===== config.mk =====
export PLATFORM = sky130hd
export DESIGN_NAME = mem_port_arbiter
export DESIGN_NICKNAME = d
export VERILOG_FILES = /design/src/rtl/mem_port_arbiter.sv
export SDC_FILE = /design/constraint.sdc
export NUM_CORES = 1
export LEC_CHECK = 0
export CORE_MARGIN = 5
export CORE_UTILIZATION = 42
export DETAILED_ROUTE_END_ITERATION = 7
export GPL_ROUTABILITY_DRIVEN = 0
export PLACE_DENSITY = 0.81
export SYNTH_ARGS = -nofsm -noshare
export SYNTH_HDL_FRONTEND = slang
export SYNTH_SLANG_ARGS = --single-unit

===== constraint.sdc =====
create_clock -name clk -period 2.1 [get_ports clk]
set_input_delay 0.525 -clock clk [delete_from_list [all_inputs] [get_ports clk]]
set_output_delay 0.525 -clock clk [all_outputs]
set_load 0.02 [all_outputs]

===== src/rtl/mem_port_arbiter.sv =====
// rtl/mem_port_arbiter.sv - shares one memory port between instruction fetch and load/store
module mem_port_arbiter #(
  parameter int ADDR_W       = 32,
  parameter int DATA_W       = 32,
  parameter int STARVE_LIMIT = 4,
  parameter int TIMEOUT      = 15
) (
  input  logic              clk,
  input  logic              rst,
  input  logic              i_req,
  input  logic [ADDR_W-1:0] i_addr,
  output logic              i_ack,
  output logic [DATA_W-1:0] i_rdata,
  output logic              i_err,
  input  logic              d_req,
  input  logic              d_we,
  input  logic [ADDR_W-1:0] d_addr,
  input  logic [DATA_W-1:0] d_wdata,
  output logic              d_ack,
  output logic [DATA_W-1:0] d_rdata,
  output logic              d_err,
  output logic              m_req,
  output logic              m_we,
  output logic [ADDR_W-1:0] m_addr,
  output logic [DATA_W-1:0] m_wdata,
  input  logic              m_ack,
  input  logic [DATA_W-1:0] m_rdata,
  output logic              stall
);

  // Streak counter must be able to hold STARVE_LIMIT itself; the +2 keeps the
  // width non-zero even when STARVE_LIMIT is 0.
  localparam int SW = $clog2(STARVE_LIMIT + 2);
  localparam int TW = $clog2(TIMEOUT + 1);

  typedef enum logic [1:0] {
    S_IDLE,
    S_MEM,
    S_RESP
  } state_t;

  state_t            state;
  state_t            state_nxt;
  logic [SW-1:0]     streak;
  logic [SW-1:0]     streak_nxt;
  logic [TW-1:0]     tcnt;
  logic              owner_d;
  logic              grant_d;
  logic              grant_i;
  logic              done;
  logic              abort;
  logic [DATA_W-1:0] rsp_rdata;

  // Requesters see stall until their own completion pulse.
  assign stall = (i_req & ~i_ack) | (d_req & ~d_ack);

  // State register.
  always_ff @(posedge clk or negedge rst) begin
    if (!rst) begin
      state <= S_IDLE;
    end else begin
      state <= state_nxt;
    end
  end

  // Next state, grant decision and completion detection.
  always_comb begin
    state_nxt  = state;
    streak_nxt = streak;
    grant_d    = 1'b0;
    grant_i    = 1'b0;
    done       = 1'b0;
    abort      = 1'b0;
    rsp_rdata  = '0;
    case (state)
      S_IDLE: begin
        // Data wins unless the fetch side has already lost STARVE_LIMIT
        // contested rounds in a row.
        if (d_req && (!i_req || (streak < SW'(STARVE_LIMIT)))) begin
          grant_d    = 1'b1;
          streak_nxt = i_req ? streak + SW'(1) : '0;
          state_nxt  = S_MEM;
        end else if (i_req) begin
          grant_i    = 1'b1;
          streak_nxt = '0;
          state_nxt  = S_MEM;
        end
      end
      S_MEM: begin
        // A late m_ack on the expiry cycle still counts as success.
        if (m_ack) begin
          done      = 1'b1;
          rsp_rdata = m_we ? '0 : m_rdata;
          state_nxt = S_RESP;
        end else if (tcnt == TW'(TIMEOUT - 1)) begin
          abort     = 1'b1;
          state_nxt = S_RESP;
        end
      end
      S_RESP: begin
        state_nxt = S_IDLE;
      end
      default: begin
        state_nxt = S_IDLE;
      end
    endcase
  end

  // Anti-starvation streak and per-access timeout counter.
  always_ff @(posedge clk or negedge rst) begin
    if (!rst) begin
      streak <= '0;
      tcnt   <= '0;
    end else begin
      streak <= streak_nxt;
      if (grant_d || grant_i) begin
        tcnt <= '0;
      end else if (state == S_MEM && !done && !abort) begin
        tcnt <= tcnt + TW'(1);
      end
    end
  end

  // Memory-side request registers and requester-side response registers.
  always_ff @(posedge clk or negedge rst) begin
    if (!rst) begin
      m_req   <= 1'b0;
      m_we    <= 1'b0;
      m_addr  <= '0;
      m_wdata <= '0;
      owner_d <= 1'b0;
      i_ack   <= 1'b0;
      i_rdata <= '0;
      i_err   <= 1'b0;
      d_ack   <= 1'b0;
      d_rdata <= '0;
      d_err   <= 1'b0;
    end else begin
      i_ack <= 1'b0;
      d_ack <= 1'b0;
      if (grant_d) begin
        m_req   <= 1'b1;
        m_we    <= d_we;
        m_addr  <= d_addr;
        m_wdata <= d_wdata;
        owner_d <= 1'b1;
      end else if (grant_i) begin
        m_req   <= 1'b1;
        m_we    <= 1'b0;
        m_addr  <= i_addr;
        m_wdata <= '0;
        owner_d <= 1'b0;
      end
      if (done || abort) begin
        m_req <= 1'b0;
        if (owner_d) begin
          d_ack   <= 1'b1;
          d_rdata <= rsp_rdata;
          d_err   <= abort;
        end else begin
          i_ack   <= 1'b1;
          i_rdata <= rsp_rdata;
          i_err   <= abort;
        end
      end
    end
  end

endmodule


==> results of run 1 <==
worst min path at each step:
stage | end | depth (start not counted) | slack [ns] | startpoint
2_1_floorplan | d_ack | 0 | 0.23 | rst
3_3_place_gp | m_addr[8] | 1 | 0.39 | rst
3_5_place_dp | m_addr[8] | 1 | 0.40 | rst
4_1_cts | m_wdata[11] | 1 | 0.50 | m_wdata[11]
5_1_grt | m_wdata[15] | 1 | 0.51 | m_wdata[15]
6_report | m_wdata[0] | 1 | 0.50 | m_wdata[0]
power breakdown:
group / switching [W] / leakage (nW) / internal, W
Clock: 0.00110 / 0.283 / 0.00184
Combinational: 0.00355 / 2.07 / 0.00351
Sequential: 0.000778 / 1.83 / 0.00404
Total: 0.00543 / 4.19 / 0.00940
metrics by stage:
step	cells	hold WS, ns	instance area (um2)
2_1_floorplan	474	0.229	5930
3_3_place_gp	898	0.394	8930
3_5_place_dp	898	0.400	8930
4_1_cts	931	0.500	9530
5_1_grt	931	0.514	9530
6_report	931	0.498	9530
cells in the mapped netlist, drive strengths merged:
cell     number
and2          1
and3         34
o22ai         1
or2           1
nor3b         3
clkinv        1
buf          23
nor3          2
and3b         1
o22a          1
mux2i         2
nor4          1
inv           5
o2111ai      32
a21o          2
mux2          1
nor2          5
dfrtp       144
a21oi         6
nand3         4
ha            3
o31ai         1
nand2b        2
a22o         99
o21ai        37
nand2         3
nand3b       33
clkbuf       26
placed cells by master, fill, tap and decap left out, types with 3 or more instances in the layout:
master           netlist  routed
clkdlybuf4s50_1        0     266
dfrtp_1              144     144
a22o_1                99      99
and3_1                34      34
nand3b_1              33      33
o2111ai_1             32      32
o21ai_0               26      26
clkbuf_16              0      17
buf_4                  3      17
o21ai_1               11       8
buf_12                 0       8
a21oi_1                6       6
inv_1                  5       5
nand3_1                4       4
nor3b_2                3       3
o21ai_2                0       3
nand2_1                3       3
nor2_1                 4       3
ha_1                   3       3
clkbuf_1              26       3
clkbuf_8               0       3
clkinv_2               0       3
area by class of cell:
cell class	instances	area, um2	area share [%]
timing repair buffer	294	2980	31.2
tap	180	225	2.36
sequential	144	3600	37.8
multi-input combinational	275	2110	22.2
clock buffer	23	478	5.02
clock inverter	9	108	1.13
inverter	6	22.5	0.236
per-layer routing:
metal / vias up / GRT usage (%) / share of wire, %
met5: - / 0 / 0
met4: 0 / 10.9 / 4.1
met3: 50 / 5.40 / 6.8
met2: 199 / 37.3 / 50
met1: 2580 / 29.2 / 40
li1: 2367 / - / -
cells by family after synthesis:
| group | share of synthesized area [%] |
|---|---|
| mux | 0.527 |
| fa+ha+maj | 0.633 |
| simple gates | 10.4 |
| buf+inv | 4.09 |
| compound gates | 23.6 |
| flops | 60.7 |
flip-flops by register name (all words and copies together) (netlist names):
name	flops
d_rdata	32
i_rdata	32
m_addr	32
m_wdata	32
tcnt	4
streak	3
state	2
d_ack	1
d_err	1
i_ack	1
i_err	1
m_req	1
m_we	1
owner_d	1
what timing repair did:
action,4_1_cts,5_1_grt
hold buffers,1,0
endpoints found under the setup margin,1,1
endpoints found under the hold margin,20,0
gates resized for setup,2,1
==> summary.txt, run 1 <==
Die area: 16,600 um2
DR vias: 5,196
Syn_area_per_cell: 12.5 um2
Num CTS Buffers: 17
Hold Violations, Final: 0
Max cap viols: 0
Slowest stage delay, CP: 0.64 ns
Share of the synthesized area in the top cell type: 60.7%
Netlist cell types: 31
ANT cells: 0
Worst min path class: reg -> reg
Core area: 13,900 um2
Pre-CTS setup slack: -0.284 ns
Cell Pwr Density: 1560 nW/um2
Max-slew violations: 0
First-pass GRT wire length: 30,200 um
Clock sink count: 144
Final Skew: 0.00618 ns
Htree depth: 4
Fmax: 506 MHz
Arrival time at the worst endpoint: 1.45 ns
CTS max path bufs: 2
Buf/Inv on CP: 1
Tcrit/Tclk final: 94.1%
Worst reg2reg setup slack: 0.42 ns
CP cell instances: clkdlybuf4s50_1
Worst Tran Pin Value: 0.442 ns
Yosys reg bits: 144
Required time of the critical path: 1.57 ns
Mapped Area: 5930 um2
Critical Path Sink: d_ack
Root Driver: clkbuf_16
Peak VDD IR: 0.897 mV
Total wire length: 19,200 um
DRC violations left: 0
Worst path depth: 1
Number of cell rows: 43
Fin util: 68.6%
Setup crit end kind: output port
Worst R2R Path Depth: 6
Starting DRC count in detailed routing: 372
Post-synthesis net count: 611
Largest net degree at the start of global routing: 48
CP top delay family: buffers and inverters
Final nets: 875
Worst r2r dst: i_rdata[4]
Post-CTS Setup Bufs: 0
First-pass detailed-route iteration total: 4
Relative slew slack: 70.5%
PnR Total Power: 0.0148 W
RSZ-0062 raised after global routing: no
Initial Util: 42.7%
Final setup margin: 0.123 ns
Grt total ovfl: 0
Leak pwr: 4.19 nW
Critical Path Source Type: register
Outcome: finished clean
Post-Syn Instances: 474
CP max-delay cell: clkdlybuf4s50_1
Setup crit start: d_ack
P&R area growth vs syn: 60.6%
Die Ht: 129 um
Clock transition at path regs: 0.05 ns
Number of fillers in the final layout: 1,006
Largest area contributor in the netlist: dfrtp_1
Number of global-route vias before repair: 5,571
Clock latency on the worst-skew pair: 0.40 ns
Dpl hpwl: 13,600 um
Fin crit period: 1.98 ns
Synth area leaders: dfrtp_1 61%, a22o_1 15%, o2111ai_1 4.7%
Yosys synthesis warning count: 0
Initial antenna violation count: 0
CP Max Fanout: 2
IO buf count: 268
Kind of critical path: reg -> out
Share of layout cells above drive strength 1: 9.05%
GRT Util Overall: 23.0%
DIE WIDTH: 129 um
Per-cell routed wire length: 20.6 um
CTS tree: done
I/O pins: 269
# setup viols final: 0
Post-DRT Antenna Nets: 0
R2r startpoint: tcnt[0]
TNS Setup: 0 ns
Vias per cell: 5.58
Seq/Total Area, Yosys: 60.7%
No activity file was read; power rests on OpenSTA's default activity.
==> run 2: changes to the inputs <==
--- a/config.mk
+++ b/config.mk
@@ -10,6 +10,7 @@
 export DETAILED_ROUTE_END_ITERATION = 7
 export GPL_ROUTABILITY_DRIVEN = 0
 export PLACE_DENSITY = 0.81
+export SLEW_MARGIN = 5
 export SYNTH_ARGS = -nofsm -noshare
 export SYNTH_HDL_FRONTEND = slang
 export SYNTH_SLANG_ARGS = --single-unit
==> results of run 2 <==
Same layout as run 1: the final DEF is identical, and so are final timing and power.
==> run 3: changes to the inputs <==
--- a/config.mk
+++ b/config.mk
@@ -5,11 +5,13 @@
 export SDC_FILE = /design/constraint.sdc
 export NUM_CORES = 1
 export LEC_CHECK = 0
+export CAP_MARGIN = 15
 export CORE_MARGIN = 5
 export CORE_UTILIZATION = 42
 export DETAILED_ROUTE_END_ITERATION = 7
 export GPL_ROUTABILITY_DRIVEN = 0
 export PLACE_DENSITY = 0.81
+export REMOVE_ABC_BUFFERS = 1
 export SLEW_MARGIN = 5
 export SYNTH_ARGS = -nofsm -noshare
 export SYNTH_HDL_FRONTEND = slang
==> run 3 against run 2 <==
Effect of this change: total power is 0.38% higher; clock-buffer cell count fell by 4; non-clock buffer count decreased by 1; core utilization about the same; register-to-register slack gained 0.05 ns; wire length rose by 1.8%.
==> summary.txt, run 3 (synthesized netlist as in run 1, its figures left out) <==
Cell Pwr Density: 1560 nW/um2 (about the same)
Required time of the critical path: 1.57 ns (about the same)
Vias per cell: 5.70 (was 5.58)
Num CTS Buffers: 17 (unchanged)
Peak VDD IR: 0.868 mV (was 0.897 mV)
Most common cell after layout, fill and taps aside: clkdlybuf4s50_1 (unchanged)
ANT cells: 0 (unchanged)
I/O pins: 269 (unchanged)
Worst min path class: in -> async (was reg -> reg)
Placed cells: 898 (unchanged)
Die Ht: 129 um (unchanged)
Number of global-route vias before repair: 5,495 (was 5,571)
Clock sink count: 144 (unchanged)
Buf/Inv on CP: 1 (unchanged)
Die area: 16,600 um2 (unchanged)
Per-cell routed wire length: 21.1 um (was 20.6 um)
Initial Util: 42.7% (unchanged)
Share of layout cells above drive strength 1: 9.09% (was 9.05%)
Max cap viols: 0 (unchanged)
Relative slew slack: 73.4% (was 70.5%)
Number of fillers in the final layout: 987 (was 1,006)
Final Skew: 0.0116 ns (was 0.00618 ns)
DIE WIDTH: 129 um (unchanged)
CTS max path bufs: 2 (unchanged)
Setup crit end kind: output port (unchanged)
# setup viols final: 0 (unchanged)
CP cell instances: clkdlybuf4s50_1 (unchanged)
Max-slew violations: 0 (unchanged)
IO buf count: 268 (unchanged)
Htree depth: 4 (unchanged)
Worst hold margin: 0.000236 ns (was 0.498 ns)
Outcome: finished clean (unchanged)
Dpl hpwl: 13,700 um (was 13,600 um)
Post-DRT Antenna Nets: 0 (unchanged)
Clock latency on the worst-skew pair: 0.41 ns (was 0.40 ns)
Critical Path Source Type: register (unchanged)
Starting DRC count in detailed routing: 373 (was 372)
Number of cell rows: 43 (unchanged)
PnR Total Power: 0.0149 W (was 0.0148 W)
GRT Util Overall: 23.3% (was 23.0%)
CP max-delay cell: clkdlybuf4s50_1 (unchanged)
Arrival time at the worst endpoint: 1.47 ns (was 1.45 ns)
Most frequent cells in the layout: 265 x clkdlybuf4s50_1, 144 x dfrtp_1, 99 x a22o_1, 34 x and3_1, 33 x nand3b_1 (was 266 x clkdlybuf4s50_1, 144 x dfrtp_1, 99 x a22o_1, 34 x and3_1, 33 x nand3b_1)
Fmax: 500 MHz (was 506 MHz)
Slowest stage delay, CP: 0.66 ns (was 0.64 ns)
P&R area growth vs syn: 60.5% (was 60.6%)
Clock transition at path regs: 0.06 ns (was 0.05 ns)
Layout Cells excl Fill: 928 (was 931)
Hold Violations, Final: 0 (unchanged)
Kind of critical path: reg -> out (unchanged)
Fin crit period: 2.00 ns (was 1.98 ns)
Initial antenna violation count: 0 (unchanged)
Final nets: 874 (was 875)
CTS tree: done (unchanged)
Worst reg2reg setup slack: 0.47 ns (was 0.42 ns)
Pre-CTS setup slack: 0.0228 ns (was -0.284 ns)
Total wire length: 19,500 um (was 19,200 um)
DRC violations left: 0 (unchanged)
Root Driver: clkbuf_16 (unchanged)
Core area: 13,900 um2 (unchanged)
First-pass detailed-route iteration total: 5 (was 4)
Tcrit/Tclk final: 95.2% (was 94.1%)
First-pass GRT wire length: 30,300 um (was 30,200 um)
CP Max Fanout: 3 (was 2)
Worst Tran Pin Value: 0.399 ns (was 0.442 ns)
Largest net degree at the start of global routing: 69 (was 48)
DR vias: 5,290 (was 5,196)
Grt total ovfl: 0 (unchanged)
CP top delay family: buffers and inverters (unchanged)
Leak pwr: 4.19 nW (about the same)
RSZ-0062 raised after global routing: no (unchanged)
Final setup margin: 0.100 ns (was 0.123 ns)
## run 3: changes by cell type in the layout (fill, tap and decap cells not counted)
cell / change
clkdlybuf4s50_1: -1
buf_4: +1
clkinv_4: -1
clkbuf_1: -2
clkbuf_2: -1
bufinv_16: +1
clkinvlp_4: +1
dlymetal6s2s_1: +1
clkinv_2: +1
dlygate4sd3_1: -1
clkbuf_8: -2
## run 3: cell type report
cell class	count	area (um2)	area share, %
flip-flops and latches	144	3600	37.9
repair buffers	293	2970	31.2
multi-input cells	275	2110	22.2
clock buffers	19	443	4.65
well taps	180	225	2.37
clock inverters	11	141	1.49
inverters	6	22.5	0.237
## run 3: timing repair
| action | 4_1_cts | 5_1_grt |
|---|---|---|
| setup endpoints to repair | 0 | 1 |
| hold buffers | 0 | 0 |
| buffers inserted | 0 | 0 |
| gates resized for setup | 0 | 1 |
## run 3: worst paths after layout
check,cells past startpoint,to,startpoint
worst max-delay path,1,m_we,m_we
worst min-delay path,1,d_rdata[6],rst
worst max register to register,6,i_rdata[19],tcnt[0]
worst min register to register,1,tcnt[3],tcnt[3]
max in group asynchronous,2,i_rdata[16],rst
min in group clk,1,tcnt[3],tcnt[3]
## run 3: per-layer routing
metal / up-vias / global-route usage [%] / wire length, um
met2: 298 / 36.9 / 9330
met4: 0 / 8.52 / 499
met1: 2605 / 29.5 / 7640
met3: 31 / 8.59 / 2080
met5: - / 0 / 0
li1: 2356 / - / -
## run 3: power breakdown
group / leakage, nW / internal, W / switching [W]
registers: 1.83 / 0.00404 / 0.000788
logic: 2.08 / 0.00351 / 0.00355
clock network: 0.280 / 0.00188 / 0.00112
total: 4.19 / 0.00943 / 0.00546
## run 3: through the flow
stage,setup TNS [ns],area [um2],util (%)
final,0,9520,68.6
after global routing,0,9520,68.6
after CTS,0,9520,68.6
after detailed placement,0,8930,64.4
after global placement,0,8930,64.4
after floorplan,-26.63,5710,-
